<file path="src/rtl/of_hazard_controller.sv">
`default_nettype none
// ============================================================================
//  Module      : of_hazard_controller
//  Description : Operand-fetch hazard controller for a 5-stage in-order pipe.
//                Tracks in-flight destination registers in a 3-slot
//                scoreboard (EX, MA, RW) and stalls the OF instruction while
//                any of its sources is still in flight. A taken branch from
//                EX overrides everything and flushes IF/OF and OF/EX.
//  Ports       : clk, reset            - clock, sync active-high reset
//                of_valid/of_rs1/of_rs2/of_uses_rs1/of_uses_rs2/
//                of_writes_rd/of_rd    - decoded OF-stage instruction
//                branch_taken          - EX resolved a taken branch
//                pc_write_en, if_of_write_en, bubble_ex, flush_if_of
//                                      - pipeline control
//                state                 - 00 RUN, 01 STALL, 10 FLUSH
//                stall_count           - saturating count of stall cycles
//  Revision    : 1.0 - initial release
// ============================================================================
module of_hazard_controller (
    input  logic        clk,
    input  logic        reset,
    input  logic        of_valid,
    input  logic [3:0]  of_rs1,
    input  logic [3:0]  of_rs2,
    input  logic        of_uses_rs1,
    input  logic        of_uses_rs2,
    input  logic        of_writes_rd,
    input  logic [3:0]  of_rd,
    input  logic        branch_taken,
    output logic        pc_write_en,
    output logic        if_of_write_en,
    output logic        bubble_ex,
    output logic        flush_if_of,
    output logic [1:0]  state,
    output logic [15:0] stall_count
);

    typedef enum logic [1:0] {
        ST_RUN   = 2'b00,
        ST_STALL = 2'b01,
        ST_FLUSH = 2'b10
    } state_t;

    localparam logic [15:0] C_CNT_MAX = 16'hFFFF;

    state_t      r_state;
    state_t      w_next_state;

    // Scoreboard slots: one per downstream stage that has not yet written back
    logic        r_ex_v, r_ma_v, r_rw_v;
    logic [3:0]  r_ex_rd, r_ma_rd, r_rw_rd;
    logic [15:0] r_stall_count;

    logic        w_rs1_hit;
    logic        w_rs2_hit;
    logic        w_hazard;
    logic        w_new_ex_v;

    // A source hits if any valid in-flight slot will write that register;
    // several simultaneous hits collapse into one hazard bit.
    assign w_rs1_hit = (r_ex_v && (r_ex_rd == of_rs1)) ||
                       (r_ma_v && (r_ma_rd == of_rs1)) ||
                       (r_rw_v && (r_rw_rd == of_rs1));
    assign w_rs2_hit = (r_ex_v && (r_ex_rd == of_rs2)) ||
                       (r_ma_v && (r_ma_rd == of_rs2)) ||
                       (r_rw_v && (r_rw_rd == of_rs2));
    assign w_hazard  = of_valid && ((of_uses_rs1 && w_rs1_hit) ||
                                    (of_uses_rs2 && w_rs2_hit));

    // Next state and pipeline controls
    always_comb begin
        w_next_state   = ST_RUN;
        pc_write_en    = 1'b1;
        if_of_write_en = 1'b1;
        bubble_ex      = 1'b0;
        flush_if_of    = 1'b0;

        if (branch_taken) begin
            w_next_state = ST_FLUSH;
        end else if (r_state == ST_FLUSH) begin
            w_next_state = ST_RUN;
        end else if (w_hazard) begin
            w_next_state = ST_STALL;
        end

        if (reset) begin
            // Hold the front end and squash both pipeline registers
            pc_write_en    = 1'b0;
            if_of_write_en = 1'b0;
            bubble_ex      = 1'b1;
            flush_if_of    = 1'b1;
        end else if (branch_taken) begin
            bubble_ex      = 1'b1;
            flush_if_of    = 1'b1;
        end else if (r_state == ST_FLUSH) begin
            // The OF instruction is on the wrong path; its hazard is moot
            bubble_ex      = 1'b1;
        end else if (w_hazard) begin
            pc_write_en    = 1'b0;
            if_of_write_en = 1'b0;
            bubble_ex      = 1'b1;
        end
    end

    // A bubble enters EX as an empty slot so it never blocks a later reader
    assign w_new_ex_v = of_valid && of_writes_rd && !bubble_ex;

    always_ff @(posedge clk) begin
        if (reset) begin
            r_state       <= ST_RUN;
            r_ex_v        <= 1'b0;
            r_ma_v        <= 1'b0;
            r_rw_v        <= 1'b0;
            r_ex_rd       <= 4'd0;
            r_ma_rd       <= 4'd0;
            r_rw_rd       <= 4'd0;
            r_stall_count <= 16'd0;
        end else begin
            r_state <= w_next_state;
            r_ex_v  <= w_new_ex_v;
            r_ex_rd <= of_rd;
            r_ma_v  <= r_ex_v;
            r_ma_rd <= r_ex_rd;
            r_rw_v  <= r_ma_v;
            r_rw_rd <= r_ma_rd;
            if (!pc_write_en && (r_stall_count != C_CNT_MAX)) begin
                r_stall_count <= r_stall_count + 16'd1;
            end
        end
    end

    assign state       = r_state;
    assign stall_count = r_stall_count;

endmodule
`default_nettype wire
</file>
<file path="config.mk">
export PLATFORM = sky130hd
export DESIGN_NAME = of_hazard_controller
export DESIGN_NICKNAME = d
export VERILOG_FILES = /design/src/rtl/of_hazard_controller.sv
export SDC_FILE = /design/constraint.sdc
export NUM_CORES = 1
export LEC_CHECK = 0
export ABC_AREA = 1
export ABC_CLOCK_PERIOD_IN_PS = 1800
export CAP_MARGIN = 20
export CORE_MARGIN = 2
export CORE_UTILIZATION = 51
export DETAILED_ROUTE_END_ITERATION = 10
export MAX_ROUTING_LAYER = met4
export PLACE_DENSITY = 0.8
export SYNTH_ARGS = -nofsm -noshare
export SYNTH_HDL_FRONTEND = slang
export SYNTH_SLANG_ARGS = --single-unit
</file>
<file path="constraint.sdc">
create_clock -name clk -period 1.8 [get_ports clk]
set_clock_uncertainty 0.1 [all_clocks]
set_input_delay 0.36 -clock clk [delete_from_list [all_inputs] [get_ports clk]]
set_output_delay 0.36 -clock clk [all_outputs]
set_load 0.005 [all_outputs]
</file>
==> flow_metrics.env, run 1 <==
export IMPL_outcome="finished with violations"
export IMPL_violations="setup timing"
export IMPL_power_leakage_nw=1.26
export IMPL_ctsHtreeMaxLevel=2
export IMPL_cts_buffer_depth=2
export IMPL_crit_arrival_ns=1.70
export IMPL_ys_seq_elements=33
export IMPL_first_pass_iters=5
export IMPL_rows=22
export IMPL_post_drt_via_cell_ratio=5.19
export IMPL_routed_wl_um=6140
export IMPL_io_pins=41
export IMPL_synth_most_common_cell="nand2_1"
export IMPL_core_sq_um=3660
export IMPL_grt_pass1_wl_um=8690
export IMPL_cap_violations=0
export IMPL_clk_pin_slew_worst_paths_ns=0.07
export IMPL_finalHoldViolCount=0
export IMPL_wire_per_inst_um=14.1
export IMPL_fin_nets=407
export IMPL_rsz0062_at_grt="yes"
export IMPL_grtUsageTotal=0.275
export IMPL_die_w_um=65.5
export IMPL_syn_nets=329
export IMPL_cts_hold_buf=0
export IMPL_synth_commonest_cells="nand2_1, nor2_1, inv_1"
export IMPL_fin_area_sq_um=2920
export IMPL_relSlewSlack=0.686
export IMPL_grt_max_degree=19
export IMPL_routabilityCongestion=0.893
export IMPL_worstHoldPathType="reg -> reg"
export IMPL_diodes=0
export IMPL_grt_pass1_vias=1879
export IMPL_ys_seq_area_frac=0.342
export IMPL_cts_tree="done"
export IMPL_worstPathMaxFanout=3
export IMPL_peakVddDrop_v=0.000448
export IMPL_synth_avg_cell_area_sq_um=6.24
export IMPL_yosysUniqueCellTypes=28
export IMPL_async_flop_share=0
export IMPL_synth_top_area_share=0.342
export IMPL_grt_overflow=0
export IMPL_antenna_found_initial=0
export IMPL_holdWs_ns=0.370
export IMPL_clock_sinks=33
export IMPL_vias=2261
export IMPL_fmax_ghz=0.463
export IMPL_drv_slew=0
export IMPL_synth_main_ff_cell="dfxtp_1"
export IMPL_post_place_ws_ns=-0.865
export IMPL_design_die_area_sq_um=4290
export IMPL_drive_gt1_frac=0.335
export IMPL_crit_required_ns=1.34
export IMPL_synth_area_sq_um=1930
export IMPL_clk_latency_ns=0.29
export IMPL_place_area_sq_um=2510
export IMPL_worstSetupPathType="reg -> out"
export IMPL_initial_core_util=0.527
export IMPL_synth_cells=309
export IMPL_drt_iter0_markers=202
export IMPL_postRouteAntennaNets=0
export IMPL_period_minus_slack_ns=2.16
export IMPL_period_share=1.20
export IMPL_ys_warn_count=0
export IMPL_synthTopCellsByArea="dfxtp_1, nand2_1, nor2_1"
export IMPL_max_slew_worst_pin_slew_ns=0.468
export IMPL_dp_hpwl_um=3650
export IMPL_port_buffers=40
export IMPL_synth_area_leader_cell="dfxtp_1"
export IMPL_post_route_drc_count=0
export IMPL_synth_edf_count=0
export IMPL_die_y_um=65.5
export IMPL_setup_viol=17
export IMPL_start_kind="flip-flop"
export IMPL_powerDensity_nw_per_um2=589
export IMPL_area_growth_pct=51.4
export IMPL_numCtsBuffers=5
export IMPL_cp_end_kind="output pin"
export IMPL_root_buffer="clkbuf_8"
export IMPL_finalWorstSetupSlack_ns=-0.362
==> final cells by class <==
type | count | area (sq um)
Sequential cell | 33 | 679
Multi-Input combinational cell | 207 | 1150
Clock buffer | 7 | 86.3
Timing Repair Buffer | 79 | 678
Fill cell | 241 | 741
Clock inverter | 1 | 30.0
Inverter | 61 | 234
Tap cell | 48 | 60.1
==> kinds of logic after synthesis <==
kind of cell,Yosys count,synth area share
flip-flops,33,0.342
buffers and inverters,70,0.149
adder cells (fa/ha/maj),1,0.00648
XOR/XNOR,5,0.0227
AO/OA/AOI/OAI,24,0.0694
AND/OR/NAND/NOR,176,0.411
==> final timing paths <==
kind                                 start             end  slack (ns)  depth (start not counted)
worst min register to register      r_ex_v          r_ma_v        0.37                          2
worst min-delay path                r_ex_v          r_ma_v        0.37                          2
worst max-delay path            r_ex_rd[1]  if_of_write_en       -0.36                         12
worst max register to register  r_ex_rd[1]  stall_count[3]       -0.11                         12
==> routing by layer <==
metal | routed length, um | up-vias | GRT usage | part of all wire
met5 | 0 | - | - | 0
met4 | 227 | 0 | 0.0990 | 0.037
met3 | 466 | 21 | 0.0565 | 0.076
met2 | 2940 | 102 | 0.425 | 0.48
met1 | 2510 | 1038 | 0.357 | 0.41
li1 | - | 1100 | - | -
==> sequential cells by signal, summed over array words and instances, names as in the netlist <==
signal and flops:
r_rw_rd 4, r_rw_v 1, r_ex_rd 4, r_ma_v 1, r_ex_v 1, state 2, stall_count 16, r_ma_rd 4
==> cell usage in the layout, fill, tap and decap left out, types with 13 or more instances in the layout <==
cell,synthesis,final
dfxtp_1,33,20
nand4_1,14,14
nand2_1,73,61
inv_2,8,17
buf_4,2,35
o21ai_1,6,13
clkdlybuf4s50_1,0,27
nor2_1,57,49
inv_1,53,42
==> timing repair <==
action / 4_1_cts / 5_1_grt
endpoints found under the setup margin: 20 / 19
buffers inserted: 5 / 11
gates cloned: 1 / 0
gates resized for setup: 41 / 68
pin swaps: 14 / 54
==> worst max-delay path: stages (launching register included) <==
cell and delay, ns:
dfxtp_4 0.38, inv_4 0.04, nand2_2 0.05, nand2_2 0.07
nor2_4 0.16, nand3_2 0.12, nand3_2 0.11, nand2_2 0.06
nand2_4 0.09, nand3_2 0.08, nand2_2 0.10, inv_2 0.04
buf_2 0.11
==> through the flow <==
stage | setup TNS [ns] | power (mW) | util | cells
4_1_cts | -0.716 | 1.69 | 0.730 | 425
2_1_floorplan | 0 | 0.859 | - | 309
3_3_place_gp | -10.01 | 0.966 | 0.686 | 412
3_5_place_dp | -10.56 | 0.969 | 0.686 | 412
6_report | -1.53 | 1.72 | 0.798 | 436
5_1_grt | -2.93 | 1.78 | 0.798 | 436
==> where the power goes <==
part	total [mW]	switching [mW]	internal (mW)
combinational	0.224	0.117	0.108
sequential	0.761	0.0150	0.746
clock	0.734	0.283	0.451
total	1.72	0.415	1.30
Note: power is estimated with default switching activity, not from simulation.
==> run 2, diff against run 1 <==
Settings changed: SKIP_LAST_GASP from default to 1.
==> run 2 against run 1 <==
Effect of this change:
- the run still ends with setup timing left
- setup slack improved by 0.041 ns
- sequential power about the same
- final area unchanged
- final cell count unchanged
- first-iteration DRC count increased by 12%
- via count increased by 1.3%
- global-route usage unchanged
- non-clock buffer count unchanged
- sequential share of layout area decreased by 0.086 points
- die area unchanged
- maximum frequency increased by 2.0%
- critical path type unchanged
==> flow_metrics.env, run 2 (synthesis results as in run 1) <==
export IMPL_worstPathMaxFanout=3
export IMPL_drive_gt1_frac=0.325
export IMPL_final_cell_mix="nand2_1, nor2_1, inv_1"
export IMPL_design_die_area_sq_um=4290
export IMPL_post_drt_via_cell_ratio=5.25
export IMPL_fin_nets=407
export IMPL_cp_end_kind="output pin"
export IMPL_grt_pass1_wl_um=8690
export IMPL_area_growth_pct=51.4
export IMPL_ctsHtreeMaxLevel=2
export IMPL_numCtsBuffers=5
export IMPL_antenna_found_initial=0
export IMPL_cp_top_family="simple AND/OR/NAND/NOR gates"
export IMPL_critical_path_max_stage_delay_ns=0.38
export IMPL_p_sw_mw=0.410
export IMPL_die_y_um=65.5
export IMPL_routabilityCongestion=0.893
export IMPL_vias=2290
export IMPL_final_cells=436
export IMPL_final_common_cell="nand2_1"
export IMPL_largest_reg_flops=16
export IMPL_worstHoldPathType="reg -> reg"
export IMPL_critPathMostFrequentCell="nand2_2"
export IMPL_max_slew_worst_pin_slew_ns=0.469
export IMPL_dp_hpwl_um=3650
export IMPL_cts_hold_buf=0
export IMPL_io_pins=41
export IMPL_grt_overflow=0
export IMPL_first_pass_iters=5
export IMPL_power_frac_comb=0.130
export IMPL_grtUsageTotal=0.275
export IMPL_cap_violations=0
export IMPL_clk_latency_ns=0.29
export IMPL_cts_buffer_depth=2
export IMPL_setup_viol=16
export IMPL_wire_per_inst_um=14.1
export IMPL_rsz0062_at_grt="yes"
export IMPL_swShare=0.239
export IMPL_routed_wl_um=6150
export IMPL_drv_slew=0
export IMPL_drt_iter0_markers=226
export IMPL_clock_sinks=33
export IMPL_crit_arrival_ns=1.66
export IMPL_root_buffer="clkbuf_8"
export IMPL_diodes=0
export IMPL_post_route_drc_count=0
export IMPL_die_w_um=65.5
export IMPL_seqPwrFrac=0.444
export IMPL_period_minus_slack_ns=2.12
export IMPL_fmax_ghz=0.472
export IMPL_outcome="finished with violations"
export IMPL_postRouteAntennaNets=0
export IMPL_clock_power_share=0.426
export IMPL_powerDensity_nw_per_um2=587
export IMPL_violations="setup timing"
export IMPL_period_share=1.18
export IMPL_finalWorstSetupSlack_ns=-0.321
export IMPL_finalHoldViolCount=0
export IMPL_port_buffers=40
export IMPL_internal_power_mw=1.30
export IMPL_power_leakage_nw=1.26
export IMPL_crit_required_ns=1.34
export IMPL_placed_cells=412
export IMPL_initial_core_util=0.527
export IMPL_clk_pin_slew_worst_paths_ns=0.07
export IMPL_rows=22
export IMPL_p_total_mw=1.71
export IMPL_grt_pass1_vias=1879
export IMPL_grt_max_degree=19
export IMPL_worstSetupPathType="reg -> out"
export IMPL_start_kind="flip-flop"
export IMPL_path_cells="inv_4 -> nand2_2 -> nand2_2 -> nor2_4 -> nand3_2 -> nand3_2 -> nand2_2 -> nand2_4 -> nand3_2 -> nand2_2 -> inv_2 -> buf_2"
export IMPL_peakVddDrop_v=0.000445
export IMPL_slowest_stage="dfxtp_4"
export IMPL_crit_buf_inv=3
export IMPL_cts_tree="done"
export IMPL_fin_util=0.798
export IMPL_relSlewSlack=0.685
export IMPL_core_sq_um=3660
## run 2: cell count changes in the layout (fill, tap and decap cells not counted)
cell	delta
dfxtp_1	+2
clkdlybuf4s50_1	+1
inv_2	-1
inv_1	+1
dfxtp_2	-2
buf_4	-1
## run 2: power groups by stage
stage	registers [mW]	clock network, mW	logic [mW]
2_1_floorplan	0.771	0	0.0886
3_3_place_gp	0.773	0	0.193
3_5_place_dp	0.773	0	0.196
4_1_cts	0.758	0.738	0.199
5_1_grt	0.761	0.774	0.242
6_report	0.761	0.730	0.224
## run 2: routing by layer
layer	up-vias	global-route usage	wire, um
li1	1105	-	-
met1	1051	0.357	2570
met2	115	0.425	2880
met3	19	0.0565	475
met4	0	0.0990	225
met5	-	-	0
## run 2: per-stage QoR
step	setup slack (ns)	hold WS, ns	setup TNS [ns]	area [sq um]
5_1_grt	-0.389	0.399	-3.03	2920
4_1_cts	-0.265	0.344	-0.716	2670
3_5_place_dp	-0.865	0.340	-10.56	2510
2_1_floorplan	0.0602	0.315	0	1930
3_3_place_gp	-0.862	0.335	-10.01	2510
6_report	-0.321	0.372	-1.34	2920
## run 2: timing repair
action	in CTS	in global routing
gates cloned	1	0
setup endpoints to repair	20	19
buffers inserted	5	11
pin swaps	14	54
resized for setup	41	64
## run 2: final timing paths
path	startpoint	end	slack, ns	cells after the start
setup / recovery	r_ex_rd[1]	if_of_write_en	-0.32	12
hold / removal	r_ma_rd[3]	r_rw_rd[3]	0.37	2
setup reg to reg	stall_count[1]	stall_count[4]	-0.10	12
hold reg to reg	r_ma_rd[3]	r_rw_rd[3]	0.37	2
## run 2: cell type report
type	count	area (sq um)
sequential	33	677
timing repair buffer	79	681
clock buffer	7	86.3
inverter	61	234
clock inverter	1	30.0
multi-input combinational	207	1150
fill	244	741
tap	48	60.1
## run 2: worst register-to-register path: stages (launching register included)
cell and delay [ns]:
dfxtp_2 0.36, ha_4 0.16, nand2_4 0.05, nor2_4 0.14
nand3_4 0.09, nor2_4 0.21, nand3_4 0.18, nand2_2 0.13
inv_1 0.05, nand4_1 0.08, nand2_1 0.08, inv_1 0.09
nor2_1 0.06
